--- src/rtl/hdlc_mon_pkg.sv ---
// Shared types and constants for the HDLC line monitor.
package hdlc_mon_pkg;

  typedef enum logic [1:0] {
    ST_IDLE  = 2'd0,
    ST_OPEN  = 2'd1,
    ST_FRAME = 2'd2
  } mon_state_t;

  // Per-channel register map (low three address bits)
  localparam logic [2:0] REG_FLAGS  = 3'd0;
  localparam logic [2:0] REG_ABORTS = 3'd1;
  localparam logic [2:0] REG_GOOD   = 3'd2;
  localparam logic [2:0] REG_ALIGN  = 3'd3;
  localparam logic [2:0] REG_RUNT   = 3'd4;
  localparam logic [2:0] REG_IDLE   = 3'd5;
  localparam logic [2:0] REG_STATUS = 3'd6;
  localparam logic [2:0] REG_MASK   = 3'd7;

  localparam int N_CNT = 6;

  localparam logic [7:0] FLAG_PAT = 8'h7E;

  // Sticky bit positions inside the status / mask registers
  localparam int STK_ALIGN = 2;
  localparam int STK_RUNT  = 3;
  localparam int STK_ABORT = 4;

endpackage

--- src/rtl/hdlc_mon_chan.sv ---
// One monitored HDLC line: flag/abort/idle detection, destuffed bit count,
// frame classification, event counters, sticky errors and irq mask.
//
//   state    | meaning
//   ST_IDLE  | line idle or aborted, data bits ignored
//   ST_OPEN  | flag seen, fewer than 8 bits counted since it
//   ST_FRAME | payload in progress, next flag closes the frame
module hdlc_mon_chan
  import hdlc_mon_pkg::*;
#(
  parameter int CNT_W          = 16,
  parameter int IDLE_LEN       = 15,
  parameter int MIN_FRAME_BITS = 32,
  parameter int BITCNT_W       = 12
) (
  input  logic             Clk,
  input  logic             Rst,
  input  logic             line_bit,
  input  logic             line_vld,
  input  logic             wr_en,
  input  logic [2:0]       reg_idx,
  input  logic [4:0]       wr_data,
  output logic [CNT_W-1:0] rd_data,
  output logic             flag_pulse,
  output logic             abort_pulse,
  output logic             good_pulse,
  output logic             irq_req
);

  localparam int ONES_W = $clog2(IDLE_LEN + 1);

  // Only the last seven line bits are kept; the eighth comes from the strobe.
  logic [6:0]          hist_q, hist_d;
  logic [ONES_W-1:0]   ones_q, ones_d;
  logic [BITCNT_W-1:0] bitcnt_q, bitcnt_d, payload;
  mon_state_t          state_q, state_d;
  logic [CNT_W-1:0]    cnt_q [N_CNT];
  logic [4:2]          sticky_q, mask_q;
  logic [N_CNT-1:0]    inc;
  logic stuffed, ev_flag, ev_abort, ev_frame_abort, ev_idle, ev_good, ev_align, ev_runt;
  logic clr_cnt, clr_stk, ld_mask;

  // Next-state, destuffing and frame classification for one strobed bit
  always_comb begin
    hist_d         = hist_q;
    ones_d         = ones_q;
    bitcnt_d       = bitcnt_q;
    state_d        = state_q;
    stuffed        = 1'b0;
    ev_flag        = 1'b0;
    ev_abort       = 1'b0;
    ev_frame_abort = 1'b0;
    ev_idle        = 1'b0;
    ev_good        = 1'b0;
    ev_align       = 1'b0;
    ev_runt        = 1'b0;
    payload        = bitcnt_q - BITCNT_W'(7);
    if (line_vld) begin
      hist_d   = {hist_q[5:0], line_bit};
      ones_d   = !line_bit ? '0 : (ones_q == ONES_W'(IDLE_LEN)) ? ones_q : ones_q + 1'b1;
      stuffed  = !line_bit && (ones_q == ONES_W'(5));
      ev_abort = line_bit && (ones_q == ONES_W'(6));
      ev_idle  = line_bit && (ones_q == ONES_W'(IDLE_LEN - 1));
      ev_flag  = ({hist_q, line_bit} == FLAG_PAT);
      if (state_q != ST_IDLE && !stuffed && !(&bitcnt_q))
        bitcnt_d = bitcnt_q + 1'b1;
      if (ev_flag) begin
        bitcnt_d = '0;
        state_d  = ST_OPEN;
        if (state_q == ST_FRAME) begin
          if ((&bitcnt_q) || (payload[2:0] != 3'd0))
            ev_align = 1'b1;
          else if (payload != '0 && payload < BITCNT_W'(MIN_FRAME_BITS))
            ev_runt = 1'b1;
          else if (payload != '0)
            ev_good = 1'b1;
        end
      end else if (ev_abort || ev_idle) begin
        ev_frame_abort = ev_abort && (state_q == ST_FRAME);
        state_d        = ST_IDLE;
      end else if (state_q == ST_OPEN && bitcnt_d >= BITCNT_W'(8)) begin
        state_d = ST_FRAME;
      end
    end
  end

  // Line tracking registers and event pulses
  always_ff @(posedge Clk) begin
    if (Rst) begin
      hist_q      <= 7'h7F;
      ones_q      <= '0;
      bitcnt_q    <= '0;
      state_q     <= ST_IDLE;
      flag_pulse  <= 1'b0;
      abort_pulse <= 1'b0;
      good_pulse  <= 1'b0;
    end else begin
      hist_q      <= hist_d;
      ones_q      <= ones_d;
      bitcnt_q    <= bitcnt_d;
      state_q     <= state_d;
      flag_pulse  <= ev_flag;
      abort_pulse <= ev_abort;
      good_pulse  <= ev_good;
    end
  end

  assign clr_cnt = wr_en && (reg_idx == REG_STATUS) && wr_data[0];
  assign clr_stk = wr_en && (reg_idx == REG_STATUS) && wr_data[1];
  assign ld_mask = wr_en && (reg_idx == REG_MASK);

  // Ordered to match register indices 5..0
  assign inc = {ev_idle, ev_runt, ev_align, ev_good, ev_abort, ev_flag};

  // Saturating event counters; a clear in the same cycle overrides an increment
  always_ff @(posedge Clk) begin
    for (int i = 0; i < N_CNT; i++) begin
      if (Rst || clr_cnt)
        cnt_q[i] <= '0;
      else if (inc[i] && !(&cnt_q[i]))
        cnt_q[i] <= cnt_q[i] + 1'b1;
    end
  end

  // Sticky error bits and interrupt mask
  always_ff @(posedge Clk) begin
    if (Rst) begin
      sticky_q <= '0;
      mask_q   <= '0;
    end else begin
      if (ev_align)       sticky_q[STK_ALIGN] <= 1'b1;
      if (ev_runt)        sticky_q[STK_RUNT]  <= 1'b1;
      if (ev_frame_abort) sticky_q[STK_ABORT] <= 1'b1;
      if (clr_stk)        sticky_q <= '0;
      if (ld_mask)        mask_q   <= wr_data[4:2];
    end
  end

  assign irq_req = |(sticky_q & mask_q);

  // Register read mux
  always_comb begin
    rd_data = '0;
    case (reg_idx)
      REG_FLAGS:  rd_data = cnt_q[0];
      REG_ABORTS: rd_data = cnt_q[1];
      REG_GOOD:   rd_data = cnt_q[2];
      REG_ALIGN:  rd_data = cnt_q[3];
      REG_RUNT:   rd_data = cnt_q[4];
      REG_IDLE:   rd_data = cnt_q[5];
      REG_STATUS: rd_data = CNT_W'({sticky_q, state_q});
      REG_MASK:   rd_data = CNT_W'({mask_q, 2'b00});
      default:    rd_data = '0;
    endcase
  end

endmodule

--- src/rtl/hdlc_line_monitor.sv ---
// Multi-channel HDLC line monitor: per-channel monitors, register decode,
// registered read port and combined interrupt.
module hdlc_line_monitor
  import hdlc_mon_pkg::*;
#(
  parameter int N_CH           = 2,
  parameter int CNT_W          = 16,
  parameter int IDLE_LEN       = 15,
  parameter int MIN_FRAME_BITS = 32,
  parameter int BITCNT_W       = 12
) (
  input  logic                      Clk,
  input  logic                      Rst,
  input  logic [N_CH-1:0]           LineIn,
  input  logic [N_CH-1:0]           LineVld,
  input  logic [$clog2(N_CH)+2:0]   Address,
  input  logic                      ReadEnable,
  input  logic                      WriteEnable,
  input  logic [CNT_W-1:0]          DataIn,
  output logic [CNT_W-1:0]          DataOut,
  output logic                      DataOutVld,
  output logic [N_CH-1:0]           FlagDetect,
  output logic [N_CH-1:0]           AbortDetect,
  output logic [N_CH-1:0]           FrameGood,
  output logic                      Irq
);

  localparam int CH_W = (N_CH > 1) ? $clog2(N_CH) : 1;

  logic [CH_W-1:0]  ch_idx;
  logic [2:0]       reg_idx;
  logic [CNT_W-1:0] chan_rd [N_CH];
  logic [N_CH-1:0]  chan_irq;
  logic [CNT_W-1:0] rd_sel;
  logic             unused_data;

  assign reg_idx     = Address[2:0];
  assign unused_data = ^DataIn[CNT_W-1:5];

  if (N_CH > 1) begin : g_multi
    assign ch_idx = Address[$clog2(N_CH)+2:3];
  end else begin : g_single
    assign ch_idx = '0;
  end

  for (genvar c = 0; c < N_CH; c++) begin : g_chan
    hdlc_mon_chan #(
      .CNT_W          (CNT_W),
      .IDLE_LEN       (IDLE_LEN),
      .MIN_FRAME_BITS (MIN_FRAME_BITS),
      .BITCNT_W       (BITCNT_W)
    ) u_chan (
      .Clk         (Clk),
      .Rst         (Rst),
      .line_bit    (LineIn[c]),
      .line_vld    (LineVld[c]),
      .wr_en       (WriteEnable && (ch_idx == CH_W'(c))),
      .reg_idx     (reg_idx),
      .wr_data     (DataIn[4:0]),
      .rd_data     (chan_rd[c]),
      .flag_pulse  (FlagDetect[c]),
      .abort_pulse (AbortDetect[c]),
      .good_pulse  (FrameGood[c]),
      .irq_req     (chan_irq[c])
    );
  end

  // Channel select for reads; an index beyond N_CH-1 reads zero
  always_comb begin
    rd_sel = '0;
    for (int c = 0; c < N_CH; c++)
      if (ch_idx == CH_W'(c)) rd_sel = chan_rd[c];
  end

  // Read data register and interrupt register
  always_ff @(posedge Clk) begin
    if (Rst) begin
      DataOut    <= '0;
      DataOutVld <= 1'b0;
      Irq        <= 1'b0;
    end else begin
      DataOutVld <= ReadEnable;
      DataOut    <= ReadEnable ? rd_sel : '0;
      Irq        <= |chan_irq;
    end
  end

endmodule

--- config.mk ---
export PLATFORM = sky130hd
export DESIGN_NAME = hdlc_line_monitor
export DESIGN_NICKNAME = d
export VERILOG_FILES = /design/src/rtl/hdlc_mon_pkg.sv /design/src/rtl/hdlc_mon_chan.sv /design/src/rtl/hdlc_line_monitor.sv
export SDC_FILE = /design/constraint.sdc
export NUM_CORES = 1
export LEC_CHECK = 0
export CORE_ASPECT_RATIO = 2
export CORE_MARGIN = 2
export CORE_UTILIZATION = 62
export CTS_CLUSTER_DIAMETER = 30
export DETAILED_ROUTE_END_ITERATION = 12
export GPL_TIMING_DRIVEN = 0
export PLACE_DENSITY = 0.91
export SLEW_MARGIN = 20
export SYNTH_ARGS = -nofsm -noshare
export SYNTH_HDL_FRONTEND = slang
export SYNTH_SLANG_ARGS = --single-unit
--- constraint.sdc ---
create_clock -name Clk -period 4.4 [get_ports Clk]
set_input_delay 0.66 -clock Clk [delete_from_list [all_inputs] [get_ports Clk]]
set_output_delay 0.66 -clock Clk [all_outputs]
set_load 0.02 [all_outputs]
## After elaboration in Yosys (flattened, before gate mapping)

Memory sizes are Yosys's and may differ from the RTL's.
Index checks and enable logic that the tools add are counted.

| word-level totals | value |
|---|---|
| output and inout bits | 24 |
| memories | 2 |
| memory bits (writable) | 192 |
| bits in registers | 86 |

Memories:

| memory | words | width | rd ports | clocked after memory_dff | wr ports | line | source |
|---|---|---|---|---|---|---|---|
| g_chan[0].u_chan.cnt_q | 6 | 16 | 6 | 0 | 6 | hdlc_mon_chan.sv:37 | `logic [CNT_W-1:0] cnt_q [N_CNT];` |
| g_chan[1].u_chan.cnt_q | 6 | 16 | 6 | 0 | 6 | hdlc_mon_chan.sv:37 |  |

| operators by class | value |
|---|---|
| reduce and logical (&&, ||, !) cells | 93 |
| mux-type cells | 113 |
| bitwise logic cells | 16 |
| add/sub/neg operators | 18 |
| equality and inequality tests | 23 |
| magnitude comparators | 4 |

Operator list:

| cell | number |
|---|---|
| case mux 16 bit (8 select lines) | 2 |
| 2-to-1 mux 16 bit | 13 |
| adder 16 x 1 -> 16 bit, second input constant | 12 |
| AND reduction 16 bit | 12 |
| 2-to-1 mux 1 bit | 82 |
| 2-to-1 mux 12 bit | 6 |
| logical AND 1 bit | 38 |
| adder 12 x 1 -> 12 bit, second input constant | 2 |
| >= comparator 12 x 4 -> 1 bit, second input constant | 2 |
| less-than comparator 12 x 6 -> 1 bit, second input constant | 2 |
| AND reduction 12 bit | 2 |
| nonzero test 12 bit | 2 |
| subtractor 12 x 3 -> 12 bit, second input constant | 2 |
| zero test 1 bit | 18 |
| == test 4 x 3 -> 1 bit, second input constant | 4 |
| == test 4 bit, second input constant | 4 |
| == test 8 x 7 -> 1 bit, second input constant | 2 |
| 2-to-1 mux 4 bit | 4 |
| == test 3 bit, second input constant | 4 |
| 2-to-1 mux 2 bit | 6 |
| bitwise OR 1 bit | 12 |
| nonzero test 3 bit | 4 |
| adder 4 x 1 -> 4 bit, second input constant | 2 |
| AND reduction 2 bit | 4 |
| other kinds (12) | 26 |

## Longest topological paths before layout

| depth | value |
|---|---|
| depth after elaboration | 13 |
| gate-level depth with buffers | 10 |
| depth with buffers taken out | 8 |

## Cells and area by module

Synthesis repeated with hierarchy kept, for this count alone.

| unflattened totals | value |
|---|---|
| cell total of the unflattened synthesis | 1688 |
| area total of the unflattened synthesis | 15992.8 µm² |

Modules (own cells, without submodules):

| module | sequential area each (µm²) | area an instance (µm²) | times used | cells each |
|---|---|---|---|---|
| hdlc_mon_chan (g_chan[0].u_chan) | 3563.4 | 7741.2 | 1 | 826 |
| hdlc_mon_chan (g_chan[1].u_chan) | 3563.4 | 7587.3 | 1 | 802 |
| hdlc_line_monitor | 360.3 | 664.4 | 1 | 60 |

## Worst setup path before layout

Ideal clock, no wire load.

| timing | value |
|---|---|
| path type | reg2reg |
| start point | reg g_chan[1].u_chan.bitcnt_q[2] |
| end point | mem g_chan[1].u_chan.cnt_q[4][0], in the netlist g_chan[1].u_chan.cnt_q[2][0], enable pin |
| buffers on the path | 2 |
| path slack | 0.764 ns |
| required time | 3.986 ns |
| stages on the path, launching flop included | 9 |
| arrival | 3.222 ns |
| setup time | 0.414 ns |
| path through | dfxtp_1 > nand3_1 > a2111o_1 > a21boi_0 > o211ai_1 > or2_1 > clkbuf_1 > clkbuf_1 > o31ai_1 |

RTL lines:

| what | line | source |
|---|---|---|
| from (decl) | hdlc_mon_chan.sv:35 | `logic [BITCNT_W-1:0] bitcnt_q, bitcnt_d, payload;` |
| from (signal assigned) | hdlc_mon_chan.sv:100 | `bitcnt_q <= bitcnt_d;` |
| to (decl) | hdlc_mon_chan.sv:37 |  |

## Worst setup path after layout

| timing | value |
|---|---|
| start point | in Address[0] |
| end point | reg DataOut[9] |

| between the ends | value |
|---|---|
| cells in the longest elaborated chain, start to end | 3 |
| elaborated cells on any way between the ends | 11 |
| those cells by class | eq/ne (7); mux (3); reduce/logical (1) |

Ends and longest elaborated chain:

| what | line | source |
|---|---|---|
| from (decl) | hdlc_line_monitor.sv:16 | `input logic [$clog2(N_CH)+2:0] Address,` |
| == test 3 bit (tied with other cells) | hdlc_mon_chan.sv:144 | `case (reg_idx)` |
| case mux 16 bit (8 select lines) | hdlc_mon_chan.sv:144 |  |
| 2-to-1 mux 16 bit * | hdlc_line_monitor.sv:72 | `if (ch_idx == CH_W'(c)) rd_sel = chan_rd[c];` |
| to (signal assigned) | hdlc_line_monitor.sv:83 | `DataOut <= ReadEnable ? rd_sel : '0;` |
| to (decl) | hdlc_line_monitor.sv:20 | `output logic [CNT_W-1:0] DataOut,` |

Every way passes the cells marked *; elsewhere a longest branch is shown, timed or not.
A chain may end at the register's enable or synchronous reset.

==> results.toml <==
[status]
status = "finished, final reports clean"

[synth]
ys_warn_count = 0
syn_area_per_cell_um2 = 9.26
synth-seq-area-share_pct = 47.2
synth_cell_types = 76
syn_inst = 1714
synth-main-ff-cell = "edfxtp_1"
ys_seq_elements = 278
synth_edf_count = 192
synth_nets = 1764
ys_async_sr_fraction_pct = 0
synth_area_mm2 = 0.0159

[critical_path]
cpMostUsedCell = "clkbuf_1"
cpMaxStageDelayCell = "a21oi_1"
cp-end-kind = "flip-flop"
cp_cell_sequence = "clkdlybuf4s50_1 > clkbuf_1 > clkbuf_1 > clkbuf_1 > nand3_1 > a21oi_1 > o22ai_1 > a211oi_1"
arrival_ps = 4810
crit_type = "in2reg"
critPathLaunchType = "input port"
critical_path.max_stage_delay_ps = 760
worstPathMaxFanout = 10
crit_required_ps = 4810

[hold_path]
hold_path.class = "in2reg"

[clocking]
clk_pin_slew_ps = 60
cts_setup_buffers = 0
cts_made_buffers = 37
insertion_delay_ps = 540
cts_tree = "yes"
htreeDepth = 2
hold_buffers = 0
cts.repair.resized = 0
cts_buffer_depth = 3
cts_sinks = 278
cts-root-buf = "clkbuf_16"

[cells_and_area]
fillers = 1788
mostFrequentLayoutCells = "nor2_1 (326), edfxtp_1 (192), nand2_1 (147)"
multi_input_area_mm2 = 0.00790
antenna_cells = 0
area_growth_pct = 13.7
layout-drive-gt1-share_pct = 6.71
fin_util_pct = 71.8
regArea_mm2 = 0.00749
final_common_cell = "nor2_1"
fin_nets = 1840

[power]
ir_worst_vdd_v = 0.000297
power.density_mw_per_mm2 = 364
power_mw = 6.57
leakage_nw = 6.13

[floorplanning]
rows = 82
fp.dieH_um = 230
io_pins = 52
core_area_mm2 = 0.0251
die-area_mm2 = 0.0270
initial_core_util_pct = 63.2
die_w_um = 117

[route]
firstDrtPassIters = 8
route.vias.total = 14200
drt_wl_total_mm = 49.6
dr.first_iter.drc_count = 1644
drc = 0
wire_per_inst_um = 23.0
ant_nets = 0
routed_via_density = 6.59

[timing]
rsz0062_at_grt = "no"
setup_viol = 0
hold_viol = 0
fin_crit_sh_pct = 99.9
fmax_ghz = 0.227
tightest_slew_ps = 1200
skew_ps = 15.2
timing_max_transition_violations_final = 0
fin_crit_ps = 4400
relSlewSlack_pct = 18.9
setup_tns_ps = 0

[run]
max-cap-violations = 0

[placement]
io_buffer_count = 34
gp_congestion = 1.04
hpwlAfterDp_mm = 35.8

[grt]
grt_max_degree = 17
grt_overflow = 0
grt_use_total_pct = 37.2
antenna_found_initial = 2
grt_pass1_vias = 14300
grt_pass1_wl_mm = 76.4
==> worst max-delay path: cells and delay by family <==
kind	cells	cell delay [ps]
buffers and inverters	4	2500
and+or+nand+nor	1	150
AOI/OAI and AO/OA	3	1490
==> registers in the layout, summed over array words and instances (netlist names) <==
register and flops:
g_chan.u_chan.state_q 4, g_chan.u_chan.ones_q 8, g_chan.u_chan.flag_pulse 2, g_chan.u_chan.sticky_q 6, DataOut 16, g_chan.u_chan.bitcnt_q 24
g_chan.u_chan.mask_q 6, DataOutVld 1, g_chan.u_chan.cnt_q 192, g_chan.u_chan.hist_q 14, g_chan.u_chan.good_pulse 2, g_chan.u_chan.abort_pulse 2
Irq 1
==> report_power, final <==
| part | switching, mW | internal, mW | leakage (nW) |
|---|---|---|---|
| sequential | 0.113 | 2.87 | 2.68 |
| combinational | 0.283 | 0.146 | 2.81 |
| clock | 1.25 | 1.91 | 0.633 |
| total | 1.65 | 4.93 | 6.13 |
==> cells in the mapped netlist, types with 3 or more instances <==
library cell / instances / area share, %
a21o_1: 5 / 0.24
buf_2: 5 / 0.16
a22o_1: 4 / 0.22
o211ai_1: 6 / 0.28
edfxtp_1: 192 / 36
buf_4: 6 / 0.28
clkinv_1: 3 / 0.071
a311oi_1: 3 / 0.17
nor2_1: 326 / 7.7
nor3_1: 35 / 1.1
nand2b_1: 7 / 0.28
or3_1: 10 / 0.39
dfxtp_1: 86 / 11
or2_2: 12 / 0.47
o22ai_1: 16 / 0.63
and2_1: 5 / 0.20
mux2i_1: 48 / 3.0
nor2b_1: 8 / 0.32
ha_1: 22 / 1.7
buf_1: 13 / 0.31
o21ai_0: 45 / 1.4
nand3_1: 100 / 3.2
a21oi_1: 63 / 2.0
nor4_1: 30 / 1.2
nor3b_1: 3 / 0.14
clkbuf_1: 70 / 1.7
a211oi_1: 22 / 1.0
and3_1: 31 / 1.2
inv_1: 40 / 0.95
nand2_1: 147 / 3.5
a22oi_1: 27 / 1.3
nand4b_1: 5 / 0.28
and4_1: 15 / 0.83
xor2_1: 104 / 5.7
o31ai_1: 4 / 0.19
xnor2_1: 68 / 3.8
nand4_1: 40 / 1.6
a221oi_1: 4 / 0.22
o221ai_1: 5 / 0.28
o21a_1: 9 / 0.43
mux4_2: 6 / 0.85
mux2_2: 11 / 0.78
a31oi_1: 11 / 0.43
==> cell type report <==
| class | count | area share [%] |
|---|---|---|
| Buffer | 95 | 2.18 |
| Clock buffer | 47 | 5.80 |
| Clock inverter | 21 | 1.41 |
| Inverter | 44 | 0.915 |
| Multi-Input combinational cell | 1297 | 43.8 |
| Sequential cell | 278 | 41.5 |
| Tap cell | 336 | 2.33 |
| Timing Repair Buffer | 37 | 2.09 |
==> metal layers <==
layer,routed length (um),vias up,track usage [%]
li1,-,6317,-
met5,28,-,0
met3,4140,340,8.80
met2,24500,866,62.4
met4,5640,4,34.5
met1,15300,6665,36.2
==> logic make-up after synthesis <==
logic type                 count (synthesis)  synth area share (%)
adders and majority gates                 22                  1.73
xor gates and xnor gates                 172                  9.49
buffers and inverters                    139                  3.51
and+or+nand+nor                          789                  23.2
AOI/OAI and AO/OA                        249                  10.2
muxes                                     65                  4.66
DFF                                      278                  47.2
==> final timing paths <==
path              cells after the start  slack, ps                           end                    startpoint
hold reg to reg                       2        480    g_chan[1].u_chan.hist_q[6]    g_chan[1].u_chan.hist_q[6]
hold / removal                        3        460    g_chan[1].u_chan.ones_q[2]                     LineIn[1]
setup / recovery                      8          4                    DataOut[9]                    Address[0]
setup reg to reg                      8        770  g_chan[1].u_chan.cnt_q[2][1]  g_chan[1].u_chan.bitcnt_q[2]
==> metrics by stage <==
stage	cells	cell area [um2]	setup slack (ps)	hold WS [ps]
3_3_place_gp	2084	16600	-170	444
3_5_place_dp	2087	16700	-98.3	467
2_1_floorplan	1714	15900	764	432
6_report	2155	18000	4.10	460
5_1_grt	2155	18000	29.0	484
4_1_cts	2155	18000	452	442
(Power assumes the default switching activity.)
